### src/rtl/uart_pkg.sv
// Shared UART definitions: transmitter state encoding, data width and baud divisor helper.
// Used by both the tx and rx sides.
package uart_pkg;

    localparam int UART_DATA_BITS = 8;

    typedef enum logic [2:0] {
        IDLE,
        START,
        DATA,
        PARITY,
        STOP
    } uart_tx_state_e;

    // Integer-truncated clocks per bit period.
    function automatic int clks_per_bit(input int clk_hz, input int baud);
        return clk_hz / baud;
    endfunction

endpackage

### src/rtl/uart_tx_fifo.sv
// Synchronous byte FIFO for uart_tx; show-ahead read data at the head pointer.
// Latency: a push is visible on pop_dat/empty/count the cycle after the push edge.
// Backpressure: push ignored while full (registered count), pop ignored while empty.
module uart_tx_fifo #(
    parameter int DEPTH = 8,
    parameter int WIDTH = 8
) (
    input  logic                   clk,
    input  logic                   rst_n,
    input  logic                   push,
    input  logic [WIDTH-1:0]       push_dat,
    input  logic                   pop,
    output logic [WIDTH-1:0]       pop_dat,
    output logic                   full,
    output logic                   empty,
    output logic [$clog2(DEPTH):0] count
);

    localparam int AW = $clog2(DEPTH);
    localparam logic [AW:0] FULL_CNT = (AW+1)'(DEPTH);

    logic [WIDTH-1:0] mem [DEPTH];
    logic [AW-1:0]    wr_ptr_q, wr_ptr_d;
    logic [AW-1:0]    rd_ptr_q, rd_ptr_d;
    logic [AW:0]      count_q, count_d;
    logic             do_push;
    logic             do_pop;

    assign full    = (count_q == FULL_CNT);
    assign empty   = (count_q == '0);
    assign count   = count_q;
    assign pop_dat = mem[rd_ptr_q];
    assign do_push = push && !full;
    assign do_pop  = pop && !empty;

    always_comb begin
        wr_ptr_d = wr_ptr_q;
        rd_ptr_d = rd_ptr_q;
        count_d  = count_q;
        if (do_push) begin
            wr_ptr_d = wr_ptr_q + 1'b1;
        end
        if (do_pop) begin
            rd_ptr_d = rd_ptr_q + 1'b1;
        end
        case ({do_push, do_pop})
            2'b10:   count_d = count_q + 1'b1;
            2'b01:   count_d = count_q - 1'b1;
            default: count_d = count_q;
        endcase
    end

    always_ff @(posedge clk or negedge rst_n) begin
        if (!rst_n) begin
            wr_ptr_q <= '0;
            rd_ptr_q <= '0;
            count_q  <= '0;
        end else begin
            wr_ptr_q <= wr_ptr_d;
            rd_ptr_q <= rd_ptr_d;
            count_q  <= count_d;
        end
    end

    // Storage carries no reset; only the pointers define which entries are live.
    always_ff @(posedge clk) begin
        if (do_push) begin
            mem[wr_ptr_q] <= push_dat;
        end
    end

endmodule

### src/rtl/uart_tx.sv
// 8N1 UART transmitter with byte FIFO; UART_TX_PARITY_EN adds an even-parity bit (8E1).
// Latency: a byte written into an empty FIFO drives the start bit 2 edges after acceptance.
// Backpressure: wr_ready drops while the FIFO holds FIFO_DEPTH bytes; writes are then refused.
module uart_tx
    import uart_pkg::*;
#(
    parameter int CLK_FREQ_HZ = 50_000_000,
    parameter int BAUD        = 115_200,
    parameter int FIFO_DEPTH  = 8
) (
    input  logic                        clk,
    input  logic                        rst_n,
    input  logic                        wr_valid,
    input  logic [UART_DATA_BITS-1:0]   wr_data,
    output logic                        wr_ready,
    output logic                        tx,
    output logic                        busy,
    output logic [$clog2(FIFO_DEPTH):0] fifo_count
);

    localparam int CPB = clks_per_bit(CLK_FREQ_HZ, BAUD);
    localparam int BCW = (CPB > 1) ? $clog2(CPB) : 1;
    localparam logic [BCW-1:0] BAUD_LAST = BCW'(CPB - 1);
    localparam logic [2:0]     LAST_BIT  = 3'(UART_DATA_BITS - 1);

    uart_tx_state_e              state_q, state_d;
    logic [BCW-1:0]              baud_q, baud_d;
    logic [2:0]                  bit_q, bit_d;
    logic [UART_DATA_BITS-1:0]   shift_q, shift_d;
    logic                        tx_q, tx_d;
    logic                        pend_q, pend_d;
`ifdef UART_TX_PARITY_EN
    logic                        parity_q, parity_d;
`endif

    logic                        baud_last;
    logic                        launch;
    logic                        fifo_pop;
    logic                        fifo_full;
    logic                        fifo_empty;
    logic [UART_DATA_BITS-1:0]   fifo_dat;

    uart_tx_fifo #(
        .DEPTH (FIFO_DEPTH),
        .WIDTH (UART_DATA_BITS)
    ) u_fifo (
        .clk      (clk),
        .rst_n    (rst_n),
        .push     (wr_valid),
        .push_dat (wr_data),
        .pop      (fifo_pop),
        .pop_dat  (fifo_dat),
        .full     (fifo_full),
        .empty    (fifo_empty),
        .count    (fifo_count)
    );

    assign wr_ready  = !fifo_full;
    assign tx        = tx_q;
    assign busy      = (state_q != IDLE) || !fifo_empty;
    assign baud_last = (baud_q == BAUD_LAST);

    always_comb begin
        state_d  = state_q;
        baud_d   = baud_q;
        bit_d    = bit_q;
        shift_d  = shift_q;
        tx_d     = tx_q;
        launch   = 1'b0;
        fifo_pop = 1'b0;
`ifdef UART_TX_PARITY_EN
        parity_d = parity_q;
`endif

        case (state_q)
            IDLE: begin
                tx_d = 1'b1;
                // Launch from the registered non-empty flag, not the live FIFO state.
                if (pend_q) begin
                    launch = 1'b1;
                end
            end
            START: begin
                baud_d = baud_q + 1'b1;
                if (baud_last) begin
                    baud_d  = '0;
                    bit_d   = '0;
                    state_d = DATA;
                    tx_d    = shift_q[0];
                end
            end
            DATA: begin
                baud_d = baud_q + 1'b1;
                if (baud_last) begin
                    baud_d = '0;
                    if (bit_q == LAST_BIT) begin
`ifdef UART_TX_PARITY_EN
                        state_d = PARITY;
                        tx_d    = parity_q;
`else
                        state_d = STOP;
                        tx_d    = 1'b1;
`endif
                    end else begin
                        bit_d   = bit_q + 1'b1;
                        shift_d = shift_q >> 1;
                        tx_d    = shift_q[1];
                    end
                end
            end
`ifdef UART_TX_PARITY_EN
            PARITY: begin
                baud_d = baud_q + 1'b1;
                if (baud_last) begin
                    baud_d  = '0;
                    state_d = STOP;
                    tx_d    = 1'b1;
                end
            end
`endif
            STOP: begin
                baud_d = baud_q + 1'b1;
                if (baud_last) begin
                    // Queued byte on the last stop clock chains straight into a new start bit.
                    if (!fifo_empty) begin
                        launch = 1'b1;
                    end else begin
                        baud_d  = '0;
                        state_d = IDLE;
                        tx_d    = 1'b1;
                    end
                end
            end
            default: begin
                baud_d  = '0;
                state_d = IDLE;
                tx_d    = 1'b1;
            end
        endcase

        if (launch) begin
            fifo_pop = 1'b1;
            shift_d  = fifo_dat;
            tx_d     = 1'b0;
            baud_d   = '0;
            bit_d    = '0;
            state_d  = START;
`ifdef UART_TX_PARITY_EN
            parity_d = ^fifo_dat;
`endif
        end

        pend_d = !fifo_empty && !launch;
    end

    always_ff @(posedge clk or negedge rst_n) begin
        if (!rst_n) begin
            state_q  <= IDLE;
            baud_q   <= '0;
            bit_q    <= '0;
            shift_q  <= '0;
            tx_q     <= 1'b1;
            pend_q   <= 1'b0;
`ifdef UART_TX_PARITY_EN
            parity_q <= 1'b0;
`endif
        end else begin
            state_q  <= state_d;
            baud_q   <= baud_d;
            bit_q    <= bit_d;
            shift_q  <= shift_d;
            tx_q     <= tx_d;
            pend_q   <= pend_d;
`ifdef UART_TX_PARITY_EN
            parity_q <= parity_d;
`endif
        end
    end

endmodule
### config.mk
export PLATFORM = sky130hd
export DESIGN_NAME = uart_tx
export DESIGN_NICKNAME = d
export VERILOG_FILES = /design/src/rtl/uart_pkg.sv /design/src/rtl/uart_tx_fifo.sv /design/src/rtl/uart_tx.sv
export SDC_FILE = /design/constraint.sdc
export NUM_CORES = 1
export LEC_CHECK = 0
export BUFFER_PORTS_ARGS = -buffer_cell sky130_fd_sc_hd__buf_2
export CAP_MARGIN = 25
export CORE_UTILIZATION = 43
export CTS_CLUSTER_SIZE = 16
export DETAILED_ROUTE_END_ITERATION = 16
export GPL_ROUTABILITY_DRIVEN = 0
export PLACE_DENSITY = 0.72
export SKIP_CTS_REPAIR_TIMING = 1
export SLEW_MARGIN = 30
export SYNTH_ARGS = -nofsm -noshare
export SYNTH_HDL_FRONTEND = slang
export SYNTH_SLANG_ARGS = --single-unit
### constraint.sdc
create_clock -name clk -period 2.55 [get_ports clk]
set_clock_uncertainty 0.05 [all_clocks]
set_input_delay 0.255 -clock clk [delete_from_list [all_inputs] [get_ports clk]]
set_output_delay 0.255 -clock clk [all_outputs]
set_load 0.02 [all_outputs]
# Word-level counts from Yosys, hierarchy flattened
# Memory sizes are Yosys's and may differ from the RTL's.
# Index checks and enable logic that the tools add are counted.
# word_totals
ff_bits,35
ramBits,64
out_inout_bits,7
wordCells,87
mem_count,1
# memory_table
name,depth,width,rd,rd_clocked_by_memory_dff,write_ports,line,text
u_fifo.mem,8,8,1,0,1,uart_tx_fifo.sv:22,logic [WIDTH-1:0] mem [DEPTH];
# op_classes
add_sub_neg,6
n_eq_ne,16
n_mux,36
n_reduce_logical,19
# ops
op,count
two-way mux 9 bit,4
two-way mux 8 bit,4
two-way mux 3 bit,10
one-hot mux 9 bit (3 select lines),1
inequality test 3 bit (second input constant),6
two-way mux 1 bit,12
one-hot mux 3 bit (4 select lines),1
adder 3 x 1 -> 3 bit (second input constant),3
adder 9 x 1 -> 9 bit (second input constant),1
equality test 9 bit (second input constant),1
one-hot mux 4 bit (2 select lines),1
AND reduction 4 bit,2
equality test 3 bit (second input constant),2
one-hot mux 3 bit (2 select lines),1
AND reduction 6 bit,1
nonzero test 2 bit,3
nonzero test 3 bit,2
adder 4 x 1 -> 4 bit (second input constant),1
equality test 4 bit (second input constant),1
zero test 4 bit,1
inequality test 2 bit (second input constant),2
subtractor 4 x 1 -> 4 bit (second input constant),1
equality test 3 x 1 -> 1 bit (second input constant),1
equality test 3 x 2 -> 1 bit (second input constant),1
10 further kinds,14

# Depth between registers and ports, before layout
# logic_depth
ltp_word,8
ltp_mapped,12
mapped_depth_nobuf,12

# Hierarchy
# Synthesis repeated with hierarchy kept, for this count alone.
# unflattened
hier_cells,297
area_unflattened_um2,4570.6
# modules_own_cells
mod,instances,cells_each,area_per_inst_um2
uart_tx_fifo,1,160,3124.2
uart_tx,1,137,1446.4

# Worst setup path before layout
# Ideal clock, no wire load.
# synth_path
path_type,reg-to-reg
from,"register u_fifo.count_q[1], in the netlist u_fifo.count[1]"
to,"register u_fifo.count_q[2], in the netlist u_fifo.count[2]"
arrival_ns,2.600
t_required_ns,2.363
slack_ns,-0.237
path_stages_with_launch,11
cell_sequence,dfrtp_1 -> clkbuf_1 -> or4b_2 -> nand2_1 -> ha_1 -> xor2_1 -> ha_1 -> a21oi_1 -> xor2_1 -> nor2_1 -> xor2_1
# synth_via
word_cells_on_any_way,16
# synth_lines
item,line,text
start: declaration,uart_tx_fifo.sv:25,"logic [AW:0] count_q, count_d;"
start signal: assignment,uart_tx_fifo.sv:61,count_q <= count_d;
equality test 4 bit (*),uart_tx_fifo.sv:29,assign full = (count_q == FULL_CNT);
zero test 1 bit (*),n/a,
net wr_ready,uart_tx.sv:15,"output logic wr_ready,"
logical AND 1 bit (*),uart_tx_fifo.sv:33,assign do_push = push && !full;
equality test 2 x 1 -> 1 bit or equality test 2 bit (tied branches),uart_tx_fifo.sv:46,"case ({do_push, do_pop})"
one-hot mux 4 bit (2 select lines) or nonzero test 2 bit (tied branches),n/a,
# Mark *: on every way through the listed nets, which the timed path passes. The rest lies on a longest branch.
# A chain may end at the register's enable or synchronous reset.

# Final worst setup path
# layout_path
from,register baud_q[1]
to,"register u_fifo.count_q[2], in the netlist u_fifo.count[2]"
# layout_via
elab_chain_cells,7
word_cells_on_any_way,9
# layout_lines
item,line,text
start: declaration,uart_tx.sv:27,"logic [BCW-1:0] baud_q, baud_d;"
start signal: assignment,uart_tx.sv:169,baud_q <= baud_d;
equality test 9 bit (*),uart_tx.sv:61,assign baud_last = (baud_q == BAUD_LAST);
two-way mux 1 bit (*),uart_tx.sv:123,if (baud_last) begin
one-hot mux 1 bit (2 select lines) (*),uart_tx.sv:75,case (state_q)
two-way mux 1 bit (*),uart_tx.sv:141,if (launch) begin
logical AND 1 bit (*),uart_tx_fifo.sv:34,assign do_pop = pop && !empty;
net u_fifo.do_pop,uart_tx_fifo.sv:27,logic do_pop;
equality test 2 x 1 -> 1 bit or equality test 2 bit (tied branches),uart_tx_fifo.sv:46,
one-hot mux 4 bit (2 select lines) or nonzero test 2 bit (tied branches),n/a,
# Marks and branches as above.

==> impl_metrics.ini <==
[yosys]
ys_seq_elements = 99
yosys.area.top_type_share = 0.435
yosys_warnings = 0
syn_area_sq_um = 4420
synth_nets = 312
syn_inst = 292
ys.flop_type = edfxtp_1
yosysSeqAreaShare = 0.634
synth_cell_types = 58
synth_area_leaders = edfxtp_1, dfrtp_1, mux4_2, ha_1, mux2i_1
async_flop_share = 0.354
synth.largest_area_cell = edfxtp_1
synth.avg_cell_area_sq_um = 15.1
synth_enable_flop_cells = 64

[grt]
grt_pass1_vias = 2597
grt_max_degree = 36
overflow = 0
grtUsageTotal = 0.167
grt_pass1_wl_microns = 13000
antenna_found_initial = 0

[finish]
nets = 356
n_antenna_cell = 0
syn_to_final_growth_pct = 15.6
layout_common_cells = edfxtp_1, dfrtp_1, buf_4, nand2_1, buf_2
layoutNonFillerInstCount = 474
final_common_cell = edfxtp_1
final_util = 0.518
drive_gt1_frac = 0.314

[placed_design]
place_ws_ns = -0.0296
numPortBuffers = 17
dp_cells = 454
place_hpwl_microns = 5280

[critical_path]
worstPathMaxFanout = 3
crit_cells = 12
r2r-end = u_fifo.count[2]
cp-end-kind = flop
critPathSlowestCell = or4b_4
path_buf_inv = 1
rrSetupSlack_ns = -0.003
r2r_cells = 12
r2r_start = baud_q[1]
required_ns = 2.81
slowest_delay_ns = 0.48
crit_arrival_ns = 2.81
cp_top_family = simple AND/OR/NAND/NOR gates
startpoint = baud_q[1]
start_kind = flop
crit_path_cell_trace = inv_2 -> ha_4 -> or4b_4 -> o41ai_4 -> and2_4 -> ha_4 -> xor2_2 -> ha_1 -> a21oi_2 -> xor2_1 -> nor2_1 -> xor2_1
criticalPathCategory = reg2reg

[clocking]
cts_sinks = 99
clk_latency_ns = 0.38
htree_levels = 3
cts_tree = built
cts.root.buffer_cell = clkbuf_8
cts_max_path_buffers = 2
clkTransAtPathRegs_ns = 0.12
cts_inserted_buffers = 9

[power_and_ir_drop]
p_sw_frac = 0.334
pwr-share-seq = 0.474
clockPowerShare = 0.211
p_switching_mw = 1.68
leakage_nw = 1.95
vdd_ir_drop_max_uv = 691
power_mw = 5.01
p_int_mw = 3.33
pwr-share-comb = 0.315
power_density_nw_per_um2 = 981

[timing]
tns_ns = -0.00303
grt_setup_unrepaired = true
setup_viol = 1
drv_slew = 0
period_minus_slack_ns = 2.55
fmax_ghz = 0.392
relSlewSlack = 0.351
hold_viol_final = 0
tightest_slew_ns = 0.970
layout_setup_ws_ns = -0.00303
fin_crit_sh = 1.00

[hold_path]
hp-class = in2reg
hold_end = u_fifo.mem[0][4]
hold_depth = 1
hp-start = wr_data[4]

[floorplan]
initial_core_util = 0.448
dieWidth_microns = 103
die-area_sq_um = 10700
core_area_sq_um = 9860
dieHeight_microns = 103
num_rows = 36
num_io_pins = 18

[detailed_routing]
postRouteAntennaNets = 0
wl_met3_microns = 292
viasPerCell = 5.57
num_vias = 2642
drc = 0
m1WireLength_microns = 3420
top_layer = met4
dr_wl_met2_microns = 4190
avgRoutedWirePerCell_microns = 17.0
drt_iter0_drc = 91
wirelength_microns = 8070
drt-pass1-iter-count = 6

[run_status]
violations = negative setup slack
status = finished with violations

[flow_run]
maxCapViolCount = 0
-- Yosys cell counts, types with 2 or more instances --
| master | n |
|---|---|
| edfxtp_1 | 64 |
| dfrtp_1 | 34 |
| nand2_1 | 18 |
| mux4_2 | 16 |
| nor2_1 | 12 |
| a21oi_1 | 10 |
| o21ai_0 | 10 |
| ha_1 | 9 |
| mux2i_1 | 9 |
| nand2b_1 | 9 |
| a22o_1 | 8 |
| a22oi_1 | 7 |
| buf_2 | 6 |
| clkbuf_1 | 6 |
| xor2_1 | 6 |
| a31oi_1 | 4 |
| and3_1 | 4 |
| nand3_1 | 4 |
| mux2_2 | 3 |
| xnor2_1 | 3 |
| a211oi_1 | 2 |
| a32o_1 | 2 |
| buf_6 | 2 |
| inv_1 | 2 |
| nand3b_1 | 2 |
| nand4_1 | 2 |
| nor3_1 | 2 |
| o21bai_1 | 2 |
| o22ai_1 | 2 |
| or2_2 | 2 |
| or4_1 | 2 |
| or4b_2 | 2 |
-- sequential cells by signal, indices dropped and copies added, names as in the netlist --
register and cells:
baud_q 9, u_fifo.mem 64, shift_q 8, state_q 3
pend_q 1, u_fifo.count 4, tx 1, u_fifo.wr_ptr_q 3
bit_q 3, u_fifo.rd_ptr_q 3
-- cell type report --
type,instances,area (sq um)
fillers,810,4760
clock inverters,7,96.3
multi-input cells,176,1590
flip-flops and latches,99,2800
well taps,133,166
repair buffers,48,324
clock buffers,9,124
inverters,2,7.51
-- worst reg2reg max path, delay by kind of cell (launching register included) --
kind | cells | cell delay [ns]
flip-flops | 1 | 0.40
XOR/XNOR | 3 | 0.43
AO/OA/AOI/OAI | 2 | 0.28
AND/OR/NAND/NOR | 3 | 0.81
adder cells (fa/ha/maj) | 3 | 0.44
buffers and inverters | 1 | 0.08
-- cells by family after synthesis --
kind of cell | share of synthesized area
flops | 0.634
simple gates | 0.0923
compound gates | 0.0980
mux | 0.113
buf+inv | 0.0195
xor+xnor | 0.0178
fa+ha+maj | 0.0255
-- routing by layer --
layer  up-vias  track usage
li1       1238            -
met2        57        0.288
met4         0       0.0693
met5         -            0
met3        17       0.0383
met1      1330        0.203
-- power groups by stage --
stage / clock, mW / combinational [mW] / sequential [mW]
2_1_floorplan: 0 / 1.07 / 2.39
3_3_place_gp: 0 / 1.51 / 2.38
3_5_place_dp: 0 / 1.56 / 2.40
4_1_cts: 1.09 / 1.56 / 2.36
5_1_grt: 1.13 / 1.73 / 2.43
6_report: 1.06 / 1.58 / 2.37
-- metrics by stage --
step	hold WS [ns]	cell area (sq um)
after floorplan	-0.0906	4440
after global placement	0.333	4810
after detailed placement	0.346	4810
after CTS	-0.0720	5030
after global routing	0.0764	5110
final	0.0845	5110
-- how the worst max path moves through the flow --
stage,end,slack [ns]
after global routing,u_fifo.count[2],-0.18
after floorplan,u_fifo.count[2],-0.03
after detailed placement,u_fifo.count[2],-0.03
after CTS,u_fifo.count[2],-0.07
after global placement,u_fifo.count[2],0.03
final,u_fifo.count[2],-0.003
Note: power is estimated with default switching activity, not from simulation.
